**config.mk**
```make
export PLATFORM = sky130hd
export DESIGN_NAME = x_branch_stage
export DESIGN_NICKNAME = d
export VERILOG_FILES = /design/src/rtl/x_branch_stage.sv
export SDC_FILE = /design/constraint.sdc
export NUM_CORES = 1
export LEC_CHECK = 0
export BUFFER_PORTS_ARGS = -buffer_cell sky130_fd_sc_hd__buf_4
export CAP_MARGIN = 20
export CORE_MARGIN = 2
export CORE_UTILIZATION = 60
export CTS_CLUSTER_DIAMETER = 100
export DETAILED_ROUTE_END_ITERATION = 6
export HOLD_SLACK_MARGIN = 0.03
export PLACE_DENSITY = 0.89
export SYNTH_ARGS = -nofsm -noshare
export SYNTH_HDL_FRONTEND = slang
export SYNTH_SLANG_ARGS = --single-unit
```
**constraint.sdc**
```tcl
create_clock -name clk_i -period 13.4 [get_ports clk_i]
set_input_delay 1.34 -clock clk_i [delete_from_list [all_inputs] [get_ports clk_i]]
set_output_delay 1.34 -clock clk_i [all_outputs]
set_load 0.05 [all_outputs]
```
**src/rtl/x_branch_stage.sv**
```systemverilog
// Execute-stage branch resolution: resolves branches/JAL/JALR, issues the
// redirect pulse, kills the wrong-path slot and registers results downstream.
module x_branch_stage #(
    parameter int XLEN  = 64,
    parameter int CNT_W = 32
) (
    input  logic             clk_i,
    input  logic             reset_i,
    input  logic             dx_valid_i,
    output logic             dx_ready_o,
    input  logic [XLEN-1:0]  dx_pc_i,
    input  logic [XLEN-1:0]  dx_rs1_i,
    input  logic [XLEN-1:0]  dx_rs2_i,
    input  logic [XLEN-1:0]  dx_imm_i,
    input  logic [2:0]       dx_funct3_i,
    input  logic             dx_is_branch_i,
    input  logic             dx_is_jal_i,
    input  logic             dx_is_jalr_i,
    output logic             xm_valid_o,
    input  logic             xm_ready_i,
    output logic [XLEN-1:0]  xm_result_o,
    output logic [2:0]       xm_funct3_o,
    output logic             xm_zero_o,
    output logic             xm_ltz_o,
    output logic             branchtaken,
    output logic [XLEN-1:0]  BranchALUXpipe_out,
    output logic [CNT_W-1:0] taken_cnt_o
);

    typedef enum logic {RUN, FLUSH} stateT;

    stateT           state;
    stateT           stateNext;
    logic            accept;
    logic            load;
    logic            redirect;
    logic            cond;
    logic            taken;
    logic            isLink;
    logic            eq;
    logic            ltS;
    logic            ltU;
    logic [XLEN-1:0] sumRs1;
    logic [XLEN-1:0] target;
    logic [XLEN-1:0] result;

    // The slot after a redirect is always swallowed, even under backpressure.
    assign dx_ready_o = (state == FLUSH) | ~xm_valid_o | xm_ready_i;
    assign accept     = dx_valid_i & dx_ready_o;
    assign load       = accept & (state == RUN);

    assign eq  = (dx_rs1_i == dx_rs2_i);
    assign ltS = ($signed(dx_rs1_i) < $signed(dx_rs2_i));
    assign ltU = (dx_rs1_i < dx_rs2_i);

    always_comb begin
        cond = 1'b0;
        case (dx_funct3_i)
            3'b000:  cond = eq;
            3'b001:  cond = ~eq;
            3'b100:  cond = ltS;
            3'b101:  cond = ~ltS;
            3'b110:  cond = ltU;
            3'b111:  cond = ~ltU;
            default: cond = 1'b0;
        endcase
    end

    assign taken    = dx_is_jalr_i | dx_is_jal_i | (dx_is_branch_i & cond);
    assign redirect = load & taken;
    assign isLink   = dx_is_jalr_i | dx_is_jal_i;
    assign sumRs1   = dx_rs1_i + dx_imm_i;

    always_comb begin
        target = dx_pc_i + dx_imm_i;
        if (dx_is_jalr_i) begin
            target = {sumRs1[XLEN-1:1], 1'b0};
        end
    end

    always_comb begin
        result = sumRs1;
        if (isLink) begin
            result = dx_pc_i + XLEN'(4);
        end else if (dx_is_branch_i) begin
            result = '0;
        end
    end

    always_comb begin
        stateNext = state;
        case (state)
            RUN:     if (redirect) stateNext = FLUSH;
            FLUSH:   stateNext = RUN;
            default: stateNext = RUN;
        endcase
    end

    always_ff @(posedge clk_i or posedge reset_i) begin
        if (reset_i) begin
            state <= RUN;
        end else begin
            state <= stateNext;
        end
    end

    always_ff @(posedge clk_i or posedge reset_i) begin
        if (reset_i) begin
            xm_valid_o  <= 1'b0;
            xm_result_o <= '0;
            xm_funct3_o <= '0;
            xm_zero_o   <= 1'b0;
            xm_ltz_o    <= 1'b0;
        end else if (load) begin
            xm_valid_o  <= 1'b1;
            xm_result_o <= result;
            xm_funct3_o <= dx_funct3_i;
            xm_zero_o   <= eq;
            xm_ltz_o    <= ltS;
        end else if (xm_ready_i) begin
            xm_valid_o  <= 1'b0;
        end
    end

    always_ff @(posedge clk_i or posedge reset_i) begin
        if (reset_i) begin
            branchtaken        <= 1'b0;
            BranchALUXpipe_out <= '0;
            taken_cnt_o        <= '0;
        end else begin
            branchtaken <= redirect;
            if (redirect) begin
                BranchALUXpipe_out <= target;
                taken_cnt_o        <= taken_cnt_o + CNT_W'(1);
            end
        end
    end

endmodule

```
==> results.md <==
- Status: complete, no violations
- Clock Latency Late Sink: 450 ps
- Tcrit/Tclk final: 45.2%
- Fin Setup TNS: 0 ps
- Lkg Pwr: 0.0102 uW
- First-pass GRT wire length: 100000 um
- Tot Pwr: 2660 uW
- Final setup vio count: 0
- PortBufs: 433
- Top cell types by occurrence after synthesis: nor2_1, a21oi_1, ha_1, nand2_1, dfrtp_1
- Layout cells sized above 1: 20.1%
- Tightest Hold Check Type: flip-flop to flip-flop
- Slowest CP cell: nor4_1
- Critical-path cell list: buf_4, ha_1, nand4_1, nor4_1, and2_1, nand3_1, nor3_2, xnor2_1, or4b_1, a31oi_4, buf_4, buf_4, mux2_1
- Register area share after synthesis: 24.6%
- Number of global-route vias before repair: 18473
- IO Pins: 434
- Area leader, netlist: dfrtp_1
- Crit Path Max Fanout: 58
- Dominant cells by area after synthesis: dfrtp_1, ha_1, xnor2_1
- Critical path required time: 13730 ps
- Ys flop type: dfrtp_1
- FMAX: 0.165 GHz
- Synth Warn #: 0
- Clk root buf: clkbuf_16
- DIE HEIGHT: 173 um
- Initial Util: 61.3%
- CP Data Arrival Time: 6400 ps
- RSZ-0062 raised after global routing: no
- Crit path buffers/inverters: 3
- XOR/XNOR share of the synthesized area: 11.1%
- Post-Synthesis Cells: 2178
- Via density: 6.45
- Crit-path leading delay family: simple AND/OR/NAND/NOR gates
- Syn_nets: 2638
- Compound-Gate Fraction of Synth Area: 25.1%
- Largest net degree at the start of global routing: 93
- Drt pass-1 iters: 7
- Die area: 29900 um^2
- Placer Congestion: 1.06
- Worst-Margin Slew: 1010 ps
- Setup WS post-layout: 7340 ps
- Post-CTS Setup Bufs: 0
- Worst Path Class, Setup: primary input to flip-flop
- Final WL: 64900 um
- Synthesized area per cell: 7.86 um^2
- Initial antenna violation count: 0
- Total grt overflow: 0
- Slew headroom: 32.8%
- Htree depth: 4
- Finished Core Util: 75.8%
- Area delta synth->final: 23.8%
- Post-cts gate resize count: 0
- Initial drt markers: 2041
- Most numerous cell in the Yosys netlist: nor2_1
- DRC errors left: 0
- Num Clock Sinks: 168
- Most frequent CP cell: buf_4
- Peak supply drop: 0.101 mV
- Post-Synthesis Cell Area: 17100 um^2
- Pwr dens: 126 nW/um^2
- Post-CTS Hold Buffers: 0
- Post-Synth Adder-Cell Area: 14.3%
- Max stage delay on crit path: 740 ps
- Die X: 173 um
- Layout Nets: 3004
- Yosys reg bits: 168
- Post-synthesis cell type count: 86
- Fraction of registers with async set/reset: 100%
- Inserted Clock Buffers: 17
- Synth Area in Simple Gates: 19.6%
- CTS Buffer Depth: 2
- Max-cap violation count: 0
- Routed vias: 18930
- # diodes: 0
- GR Util All Layers: 42.2%
- EDFF count, synth: 0
- Hold Fails Final Rpt: 0
- Dpl hpwl: 51500 um
- Final antenna-violating net count: 0
- CTS tree: done
- Core ar.: 27900 um^2
- Layout Skew: 15.3 ps
- CP Launch Type: primary input
- CP endpoint kind: flip-flop
- Mux contribution to synthesized area: 0.621%
- Main combinational cell family by area after synthesis: compound AO/OA/AOI/OAI gates
- Yosys top cell area share: 24.6%
- Pins Over Slew Limit: 0
- Clk pin slew, worst setup/hold paths: 80 ps
- Num rows: 61
- DR WL/cell: 22.1 um
- Min Tclk post-route: 6060 ps
- Pre-CTS setup slack: 7040 ps
==> final cells by class <==
class / count / area [um^2]
clock buffer: 18 / 439
clock inverter: 14 / 181
fill: 2142 / 6750
inverter: 113 / 429
multi-input combinational: 1801 / 12100
sequential: 168 / 4200
tap: 378 / 473
timing repair buffer: 443 / 3350
==> worst min-delay path: cells and delay by family, from the launching register on <==
family | cells | cell delay, ps
flops | 1 | 350
simple gates | 2 | 110
==> layout by cell type, fill, tap and decap left out, types with 6 or more instances in the layout <==
master,count
xnor2_1,147
o21bai_1,35
a31oi_1,26
and3_1,26
xor2_1,69
a21oi_1,243
nand2_1,169
a21o_1,86
o21ai_1,26
dfrtp_1,168
nor2_1,273
and4_1,9
o31ai_1,8
o21a_1,15
nand3_1,68
nand4_1,59
ha_1,192
a221oi_1,48
and2_1,17
a211oi_1,6
nor2b_1,19
o21ai_0,84
or3_1,9
o211ai_1,7
nor3_1,15
buf_4,442
inv_1,110
clkbuf_16,17
or2_2,10
o221ai_1,6
a22oi_1,13
nand2b_1,16
==> final timing paths <==
kind / from / to / slack (ps) / cells past startpoint
max: dx_rs1_i[47] / BranchALUXpipe_out[1]$_DFFE_PP0P_ / 7340 / 13
min in group asynchronous: reset_i / xm_result_o[5]$_DFFE_PP0P_ / 1080 / 2
min reg2reg: xm_funct3_o[0]$_DFFE_PP0P_ / xm_funct3_o[0]$_DFFE_PP0P_ / 490 / 2
min: xm_funct3_o[0]$_DFFE_PP0P_ / xm_funct3_o[0]$_DFFE_PP0P_ / 490 / 2
max in group asynchronous: reset_i / xm_result_o[39]$_DFFE_PP0P_ / 11170 / 4
max reg2reg: state$_DFF_PP0_ / BranchALUXpipe_out[1]$_DFFE_PP0P_ / 10180 / 5
==> metrics by stage <==
| step | hold WS (ps) | instance area, um^2 | std cells |
|---|---|---|---|
| after global routing | 503 | 21200 | 2935 |
| after global placement | 459 | 20500 | 2902 |
| after floorplan | 463 | 17100 | 2178 |
| after CTS | 484 | 21200 | 2934 |
| final | 490 | 21200 | 2935 |
| after detailed placement | 465 | 20500 | 2902 |
==> report_power, final <==
group	switching [uW]	internal [uW]	total, uW
Combinational	946	465	1410
Sequential	88.8	621	710
Clock	266	274	540
==> sequential cells by signal, summed over array words and instances, names as in the netlist <==
signal	flops
xm_ltz_o	1
xm_funct3_o	3
state	1
xm_result_o	64
xm_zero_o	1
taken_cnt_o	32
BranchALUXpipe_out	64
branchtaken	1
xm_valid_o	1
==> routing by layer <==
| layer | global-route usage, % | wire length [um] |
|---|---|---|
| met5 | 0 | 0 |
| met3 | 8.27 | 6260 |
| met2 | 69.6 | 29900 |
| met1 | 50.9 | 24200 |
| met4 | 26.1 | 4570 |
==> logic make-up (layout without fill, tap and decap cells) <==
| group | Yosys count | in the layout |
|---|---|---|
| buffers and inverters | 209 | 588 |
| AOI/OAI and AO/OA | 665 | 665 |
| and+or+nand+nor | 716 | 716 |
| muxes | 10 | 10 |
| adders and majority gates | 194 | 194 |
| DFF | 168 | 168 |
| xor gates and xnor gates | 216 | 216 |
(Power assumes the default switching activity.)
